[src/rtl/config_usb_pkg.sv]
// Constants and state encoding shared by the configuration stream transmitter
// and receiver, so both ends agree on framing bytes.
package config_usb_pkg;

    localparam logic [7:0]  SYNC_HDR_B0     = 8'h00;
    localparam logic [7:0]  SYNC_HDR_B1     = 8'hAA;
    localparam logic [7:0]  SYNC_HDR_B2     = 8'hFF;

    localparam int unsigned DESYNC_FLAG_POS = 20;
    localparam logic [31:0] DESYNC_FRAME    = 32'h1 << DESYNC_FLAG_POS;
    localparam logic [31:0] DONE_FRAME      = 32'hFAB0_FABF;

    typedef enum logic [2:0] {
        ST_IDLE     = 3'd0,
        ST_HDR      = 3'd1,
        ST_LOAD     = 3'd2,
        ST_WORD     = 3'd3,
        ST_DESYNC   = 3'd4,
        ST_WAIT_ACK = 3'd5
    } tx_state_e;

    function automatic logic [31:0] sync_header(input logic [7:0] mode);
        return {SYNC_HDR_B0, SYNC_HDR_B1, SYNC_HDR_B2, mode};
    endfunction

    // Byte 0 is the most significant byte: words travel MSB-first.
    function automatic logic [7:0] word_byte(input logic [31:0] w, input logic [1:0] idx);
        logic [7:0] b;
        case (idx)
            2'd0:    b = w[31:24];
            2'd1:    b = w[23:16];
            2'd2:    b = w[15:8];
            default: b = w[7:0];
        endcase
        return b;
    endfunction

endpackage

[src/rtl/config_ack_matcher.sv]
// Watches the return byte stream for the DONE word while enabled and
// times out if it does not arrive within ACK_TIMEOUT cycles.
module config_ack_matcher
    import config_usb_pkg::*;
#(
    parameter int unsigned ACK_TIMEOUT = 1000000
) (
    input  logic       clk_i,
    input  logic       reset_n_i,
    input  logic       enable_i,
    input  logic       clear_i,
    input  logic [7:0] ack_data_i,
    input  logic       ack_valid_i,
    output logic       match_o,
    output logic       timeout_o
);

    localparam int unsigned    CNT_W    = $clog2(ACK_TIMEOUT + 1);
    localparam logic [CNT_W-1:0] CNT_LAST = CNT_W'(ACK_TIMEOUT - 1);

    logic [31:0]      shift_q, shift_d;
    logic [CNT_W-1:0] cnt_q, cnt_d;
    logic             unused_shift_msb;

    // Only the low three bytes take part in the sliding-window compare.
    assign unused_shift_msb = ^shift_q[31:24];

    always_comb begin
        shift_d = shift_q;
        if (clear_i) begin
            shift_d = '0;
        end else if (enable_i && ack_valid_i) begin
            shift_d = {shift_q[23:0], ack_data_i};
        end
    end

    // Held at zero outside the wait window, so every wait starts from 0.
    always_comb begin
        cnt_d = '0;
        if (enable_i) begin
            cnt_d = cnt_q + 1'b1;
        end
    end

    assign match_o   = enable_i && ack_valid_i && ({shift_q[23:0], ack_data_i} == DONE_FRAME);
    assign timeout_o = enable_i && (cnt_q == CNT_LAST) && !match_o;

    always_ff @(posedge clk_i or negedge reset_n_i) begin
        if (!reset_n_i) begin
            shift_q <= '0;
            cnt_q   <= '0;
        end else begin
            shift_q <= shift_d;
            cnt_q   <= cnt_d;
        end
    end

endmodule

[src/rtl/config_stream_tx.sv]
// Serialises 32-bit configuration words into a framed byte stream
// (sync header, words MSB-first, desync word) and waits for DONE.
module config_stream_tx
    import config_usb_pkg::*;
#(
    parameter int unsigned SYNC_MODE   = 1,
    parameter int unsigned ACK_TIMEOUT = 1000000
) (
    input  logic        clk_i,
    input  logic        reset_n_i,
    input  logic [31:0] word_i,
    input  logic        word_valid_i,
    input  logic        word_last_i,
    output logic        word_ready_o,
    output logic [7:0]  out_data_o,
    output logic        out_valid_o,
    input  logic        out_ready_i,
    input  logic [7:0]  ack_data_i,
    input  logic        ack_valid_i,
    output logic        ack_ready_o,
    output logic        busy_o,
    output logic        done_o,
    output logic        timeout_o
);

    localparam logic [31:0] HDR_WORD = sync_header(8'(SYNC_MODE));

    tx_state_e   state_q, state_d;
    logic [1:0]  idx_q, idx_d, idx_inc;
    logic [7:0]  out_data_q, out_data_d;
    logic        out_valid_q, out_valid_d;
    logic [31:0] word_q, word_d;
    logic        last_q, last_d;
    logic        accept;
    logic        ack_clear;
    logic        ack_enable;
    logic        ack_match;
    logic        ack_timeout;

    assign accept  = out_valid_q && out_ready_i;
    assign idx_inc = idx_q + 2'd1;

    // The next byte is loaded on the accepting edge, so there is no bubble
    // inside a 4-byte group; only LOAD (waiting for a word) drops valid.
    always_comb begin
        state_d     = state_q;
        idx_d       = idx_q;
        out_data_d  = out_data_q;
        out_valid_d = out_valid_q;
        word_d      = word_q;
        last_d      = last_q;
        ack_clear   = 1'b0;
        case (state_q)
            ST_IDLE: begin
                if (word_valid_i) begin
                    state_d     = ST_HDR;
                    idx_d       = 2'd0;
                    out_valid_d = 1'b1;
                    out_data_d  = word_byte(HDR_WORD, 2'd0);
                    ack_clear   = 1'b1;
                end
            end
            ST_HDR: begin
                if (accept) begin
                    idx_d = idx_inc;
                    if (idx_q == 2'd3) begin
                        state_d     = ST_LOAD;
                        out_valid_d = 1'b0;
                    end else begin
                        out_data_d = word_byte(HDR_WORD, idx_inc);
                    end
                end
            end
            ST_LOAD: begin
                if (word_valid_i) begin
                    state_d     = ST_WORD;
                    word_d      = word_i;
                    last_d      = word_last_i;
                    idx_d       = 2'd0;
                    out_valid_d = 1'b1;
                    out_data_d  = word_byte(word_i, 2'd0);
                end
            end
            ST_WORD: begin
                if (accept) begin
                    idx_d = idx_inc;
                    if (idx_q != 2'd3) begin
                        out_data_d = word_byte(word_q, idx_inc);
                    end else if (last_q) begin
                        state_d    = ST_DESYNC;
                        out_data_d = word_byte(DESYNC_FRAME, 2'd0);
                    end else begin
                        state_d     = ST_LOAD;
                        out_valid_d = 1'b0;
                    end
                end
            end
            ST_DESYNC: begin
                if (accept) begin
                    idx_d = idx_inc;
                    if (idx_q == 2'd3) begin
                        state_d     = ST_WAIT_ACK;
                        out_valid_d = 1'b0;
                    end else begin
                        out_data_d = word_byte(DESYNC_FRAME, idx_inc);
                    end
                end
            end
            ST_WAIT_ACK: begin
                if (ack_match || ack_timeout) begin
                    state_d = ST_IDLE;
                end
            end
            default: begin
                state_d     = ST_IDLE;
                out_valid_d = 1'b0;
            end
        endcase
    end

    always_ff @(posedge clk_i or negedge reset_n_i) begin
        if (!reset_n_i) begin
            state_q     <= ST_IDLE;
            idx_q       <= '0;
            out_data_q  <= '0;
            out_valid_q <= 1'b0;
            word_q      <= '0;
            last_q      <= 1'b0;
        end else begin
            state_q     <= state_d;
            idx_q       <= idx_d;
            out_data_q  <= out_data_d;
            out_valid_q <= out_valid_d;
            word_q      <= word_d;
            last_q      <= last_d;
        end
    end

    assign ack_enable = (state_q == ST_WAIT_ACK);

    config_ack_matcher #(
        .ACK_TIMEOUT (ACK_TIMEOUT)
    ) u_ack_matcher (
        .clk_i       (clk_i),
        .reset_n_i   (reset_n_i),
        .enable_i    (ack_enable),
        .clear_i     (ack_clear),
        .ack_data_i  (ack_data_i),
        .ack_valid_i (ack_valid_i),
        .match_o     (ack_match),
        .timeout_o   (ack_timeout)
    );

    assign word_ready_o = (state_q == ST_LOAD);
    assign out_data_o   = out_data_q;
    assign out_valid_o  = out_valid_q;
    assign ack_ready_o  = 1'b1;
    assign busy_o       = (state_q != ST_IDLE);
    assign done_o       = ack_match;
    assign timeout_o    = ack_timeout;

endmodule

[config.mk]
export PLATFORM = sky130hd
export DESIGN_NAME = config_stream_tx
export DESIGN_NICKNAME = d
export VERILOG_FILES = /design/src/rtl/config_usb_pkg.sv /design/src/rtl/config_ack_matcher.sv /design/src/rtl/config_stream_tx.sv
export SDC_FILE = /design/constraint.sdc
export NUM_CORES = 1
export LEC_CHECK = 0
export BUFFER_PORTS_ARGS = -buffer_cell sky130_fd_sc_hd__buf_2
export CAP_MARGIN = 30
export CORE_MARGIN = 2
export CORE_UTILIZATION = 60
export DETAILED_ROUTE_END_ITERATION = 6
export MAX_ROUTING_LAYER = met4
export PLACE_DENSITY_LB_ADDON = 0.25
export SYNTH_ARGS = -nofsm -noshare
export SYNTH_HDL_FRONTEND = slang
export SYNTH_HIERARCHICAL = 1
export SYNTH_SLANG_ARGS = --single-unit
[constraint.sdc]
create_clock -name clk_i -period 5.3 [get_ports clk_i]
set_clock_uncertainty 0.2 [all_clocks]
set_input_delay 0.795 -clock clk_i [delete_from_list [all_inputs] [get_ports clk_i]]
set_output_delay 0.795 -clock clk_i [all_outputs]
set_load 0.02 [all_outputs]
Yosys cells after proc, flatten, opt, wreduce, memory -nomap -nowiden
Cells that the tools add are included.
{ "totals": {"elab_cells": 99, "register_bits": 91, "out_inout_bits": 14, "input_bits": 46} }
{ "classes": {"n_reduce_logical": 21, "n_eq_ne": 28, "n_mux": 39, "add_sub_neg": 2, "n_bitwise": 1} }
{ "op_table": {"columns": ["operator", "count"], "rows": [
  ["$mux 8", 9],
  ["$mux 24", 2],
  ["$pmux 8 s3", 2],
  ["$pmux 8 s5", 1],
  ["$eq 32x32->1 const B", 1],
  ["$mux 3", 10],
  ["$ne 2x2->1 const B", 13],
  ["$add 20x1->20 const B", 1],
  ["$eq 20x20->1 const B", 1],
  ["$mux 20", 1],
  ["$pmux 3 s6", 1],
  ["$reduce_and 9->1", 2],
  ["$mux 1", 8],
  ["$ne 2x1->1 const B", 4],
  ["$reduce_and 7->1", 1],
  ["$eq 3x2->1 const B", 2],
  ["$eq 3x3->1 const B", 2],
  ["$logic_and 1x1->1", 5],
  ["$mux 5", 1],
  ["$reduce_bool 5->1", 1],
  ["$eq 2x2->1 const B", 2],
  ["$mux 2", 2],
  ["$pmux 1 s4", 1],
  ["$pmux 2 s2", 1],
  ["other kinds (15)", 17]
]} }

Logic depth before layout (Yosys ltp)
{ "depth": {"ltp_word": 8, "mapped_depth": 10, "mapped_depth_nobuf": 9} }

Cells and area by module
The synthesis kept the hierarchy.
{ "modules_own_cells": {"columns": ["module", "area_each_um2", "seq_area_each_um2", "cells_per_inst", "instances"], "rows": [
  ["config_stream_tx", 2572.5, 1176.1, 214, 1],
  ["config_ack_matcher", 2053.2, 1101.1, 227, 1]
]} }

Worst setup path after synthesis
Ideal clock, no wire load.
{ "synth_timing": {"path_kind": "register to output", "start": "reg state_q[2]", "end": "out timeout_o", "n_path_buf": 1, "path_slack_ns": 2.065, "required_time_ns": 4.305, "path_stages_with_launch": 8, "arrival_time_ns": 2.240, "path_cell_list": "dfrtp_1 > buf_6 > nor2b_1 > and2_1 > nand2_1 > nor2_1 > and4_1 > nor4_1"} }
{ "synth_between": {"elab_chain_cells": 5, "elab_cells_between_ends": 6, "cone_classes": "eq/ne (1); reduce/logical (5)"} }
{ "synth_lines": {"columns": ["item", "line", "text"], "rows": [
  ["start, declared", "config_stream_tx.sv:28", "tx_state_e state_q, state_d;"],
  ["start signal, assigned", "config_stream_tx.sv:130", "state_q <= state_d;"],
  ["$eq 3x3->1", "config_stream_tx.sv:139", "assign ack_enable = (state_q == ST_WAIT_ACK);"],
  ["via ack_enable", "config_stream_tx.sv:36", "logic ack_enable;"],
  ["$logic_and 1x1->1 (2 in series)", "config_ack_matcher.sv:45", "assign match_o = enable_i && ack_valid_i && ({shift_q[23:0], ack_data_i} == DONE_FRAME);"],
  ["via done_o", "config_stream_tx.sv:22", "output logic done_o,"],
  ["$logic_not 1->1", "config_ack_matcher.sv:46", "assign timeout_o = enable_i && (cnt_q == CNT_LAST) && !match_o;"],
  ["$logic_and 1x1->1", "config_ack_matcher.sv:46", null],
  ["end, declared", "config_stream_tx.sv:23", "output logic timeout_o"]
]} }
The timed path passes the listed nets, and every way through them passes these cells.

Final worst setup path
{ "layout_timing": {"start": "reg state_q[2]", "end": "out timeout_o"} }
{ "layout_between": {"elab_chain_cells": 5, "elab_cells_between_ends": 6, "cone_classes": "eq/ne (1); reduce/logical (5)"} }
{ "layout_lines": {"columns": ["item", "line"], "rows": [
  ["$eq 3x3->1 *", "config_stream_tx.sv:139"],
  ["via ack_enable", "config_stream_tx.sv:36"],
  ["$logic_and 1x1->1 (2 in series)", "config_ack_matcher.sv:45"],
  ["$logic_not 1->1", "config_ack_matcher.sv:46"],
  ["$logic_and 1x1->1 *", "config_ack_matcher.sv:46"]
]} }
The timed path passes the listed nets; every way through them passes the cells marked *.

==> impl_metrics.csv <==
group,metric,value,unit
timing,finalHoldViolCount,0,
run_status,status,"finished, final reports clean",
timing,rsz0062_at_grt,"false",
worst_setup_path,critical_path_class,"reg -> out",
grt,antenna_found_initial,0,
worst_setup_path,worst_setup_path_start_kind,"flip-flop",
route,wl,9740,um
clock_network,clk_path_buf_depth,2,
die,die_w,91.8,um
clock_network,cts_resized,0,
layout,drive_gt1_share,26.3,%
die,initial_core_util,60.8,%
route,drtIter0Drc,257,
timing,drv_slew,0,
hold_path,holdCritPathClass,"in -> async",
route,dr_wl_met3,400,um
power,power_density,444,nW/um2
timing,period_minus_slack,4.31,ns
grt,globalRouteTotalUtil,24.6,%
synth,ys_seq_elements,91,
synth,synth_area_per_cell,10.5,um2
die,ios,60,
timing,relSlewSlack,37.3,%
timing,holdWs,0.116,ns
synth,synth_edf_count,0,
layout,fill_cells,601,
route,route.met2.wl,4510,um
timing,min_period_over_period,81.2,%
layout,n_antenna_cell,0,
clock_network,cts_sinks,91,
timing,setup_violations,0,
synth,synth-main-ff-cell,"dfrtp_1",
synth,synth_seq_area_share,49.2,%
clock_network,cts_made_buffers,9,
grt,grt_pass1_vias,3381,
die,core_area,7610,um2
synth,synth.cell_area,4630,um2
placed_design,place_area,4880,um2
layout,multi_input_area,2140,um2
power,cellLeakagePower,0.00213,uW
layout,area_growth_syn_to_layout,9.98,%
route,wl_per_cell,16.4,um
route,vias,3515,
synth,yosys_warnings,6,
worst_setup_path,crit_family,"simple AND/OR/NAND/NOR gates",
worst_setup_path,arrival,3.31,ns
route,via_per_inst,5.93,
worst_setup_path,worst_path_largest_cell_delay,0.67,ns
die,dieArea,8430,um2
route,postRouteAntennaNets,0,
clock_network,clkSlewWorstSetupHoldPaths,0.10,ns
grt,grt-ovfl-total,0,
grt,grt_max_degree,68,
placed_design,place.gp.congestion,0.843,
worst_setup_path,cp_slowest_cell,"dfrtp_1",
synth,ys_types,60,
clock_network,cts_setup_buffers,0,
job,maxCapViolCount,0,
clock_network,cts_tree,"built",
route,drc,0,
synth,synth_fp_nets,493,
synth,synthCells,441,
clock_network,cts_hold_buf,0,
route,drt_pass1_iterations,5,
synth,async_flop_share,100,%
timing,max_freq,232,MHz
timing,tns,0,ns
placed_design,dp.final_hpwl,6590,um
grt,grt_pass1_wl,16200,um
clock_network,ctsHtreeMaxLevel,3,
route,wl_met1,4700,um
worst_setup_path,cp.required,4.30,ns
die,die_h,91.8,um
power,peakVddDrop,0.275,mV
layout,final_cell_area,5090,um2
placed_design,io_buffer_count,58,
clock_network,clockRootBuffer,"clkbuf_8",
worst_setup_path,crit_chain,"nor2b_1 > and2_1 > nand2_1 > nor2_1 > and4_1 > nor4_1 > buf_2",
clock_network,clock_latency,0.36,ns
timing,worst_pin_slew,0.938,ns
layout,nNetsFinal,538,
worst_setup_path,cp_max_fo,25,
layout,seqCellArea,2280,um2
die,row_count,32,
worst_setup_path,crit_buf_inv,1,
route,top_layer,"met4",
worst_setup_path,endpoint_kind,"output port",
-- synth_stat cells (4+ instances only) --
cell        n  area, um2
or3_1       8       50.1
ha_1        6       75.1
inv_1       6       22.5
nor4_1      6       37.5
xnor2_1     6       52.6
a21oi_1    45        225
or4_1       4       30.0
nand2b_1    5       31.3
nand3_1    10       50.1
o2bb2ai_1   5       43.8
buf_2       5       25.0
nor2_1     15       56.3
nor3b_1     5       37.5
nand4b_1    6       52.6
nor2b_1     8       50.1
dfrtp_1    91       2280
mux2_2     31        349
xor2_1      4       35.0
and2b_2     7       61.3
nand2_1    60        225
buf_4       5       37.5
clkbuf_1   10       37.5
nor3_1     10       50.1
a211oi_1    5       37.5
nand4_1     6       37.5
o32ai_1     4       35.0
o21ai_0    12       60.1
a22oi_1     8       60.1
a22o_1      4       35.0
-- state kept, by name, summed over array words and instances, names as in the netlist --
signal,flops
last_q,1
u_ack_matcher/cnt_q,20
u_ack_matcher/shift_q,24
out_valid_o,1
state_q,3
out_data_o,8
idx_q,2
word_q,32
-- layout by cell type (no fill, tap or decap), types with 9 or more instances in the layout --
cell	instances
nand3_1	10
buf_2	57
mux2_2	31
o21ai_0	12
nor3_1	9
nor2_1	15
clkbuf_8	10
a21oi_1	45
dfrtp_1	91
nand2_1	60
-- power breakdown --
group	internal (uW)	switching, uW
Combinational	364	396
Sequential	868	142
Clock	235	256
-- logic make-up (layout without fill, tap and decap cells) --
group,after synthesis,count (layout),share of synthesized area [%]
muxes,33,33,8.03
adders and majority gates,6,6,1.62
buffers and inverters,33,83,4.63
AOI/OAI and AO/OA,95,95,13.4
other,1,1,0.0811
xor gates and xnor gates,10,10,1.89
and+or+nand+nor,172,172,21.1
DFF,91,91,49.2
-- layout make-up --
class | instances | share of cell area (%)
clock buffers | 10 | 2.71
clock inverters | 6 | 1.40
inverters | 7 | 0.516
multi-input cells | 317 | 42.1
flip-flops and latches | 91 | 44.8
well taps | 102 | 2.51
repair buffers | 60 | 6.05
-- worst paths after layout --
| check | start | endpoint | slack [ns] | cells past startpoint |
|---|---|---|---|---|
| worst max register to register | state_q[2]$_DFFE_PN0P_ | state_q[2]$_DFFE_PN0P_ | 1.88 | 8 |
| worst max-delay path | state_q[2]$_DFFE_PN0P_ | timeout_o | 0.99 | 7 |
| worst min-delay path | reset_n_i | u_ack_matcher/cnt_q[13]$_DFF_PN0_ | 0.12 | 1 |
| max in group asynchronous | reset_n_i | word_q[29]$_DFFE_PN0P_ | 3.64 | 2 |
| min in group clk_i | out_data_o[4]$_DFFE_PN0P_ | out_data_o[4]$_DFFE_PN0P_ | 0.28 | 1 |
| worst min register to register | out_data_o[4]$_DFFE_PN0P_ | out_data_o[4]$_DFFE_PN0P_ | 0.28 | 1 |
-- per-stage QoR --
step / cells / total power (uW) / setup slack (ns) / utilization, %
after detailed placement: 577 / 1770 / 1.41 / 64.1
after CTS: 593 / 2260 / 1.01 / 66.9
final: 593 / 2260 / 0.994 / 66.9
after global routing: 593 / 2400 / 0.717 / 66.9
after floorplan: 441 / 1600 / 2.07 / -
after global placement: 577 / 1750 / 1.57 / 64.1
-- routing by layer --
layer,global-route usage [%],vias to the layer above
li1,-,1675
met1,35.6,1745
met2,35.4,85
met3,3.62,10
met4,9.70,0
met5,-,-
Power figures use the tool's default switching activity.
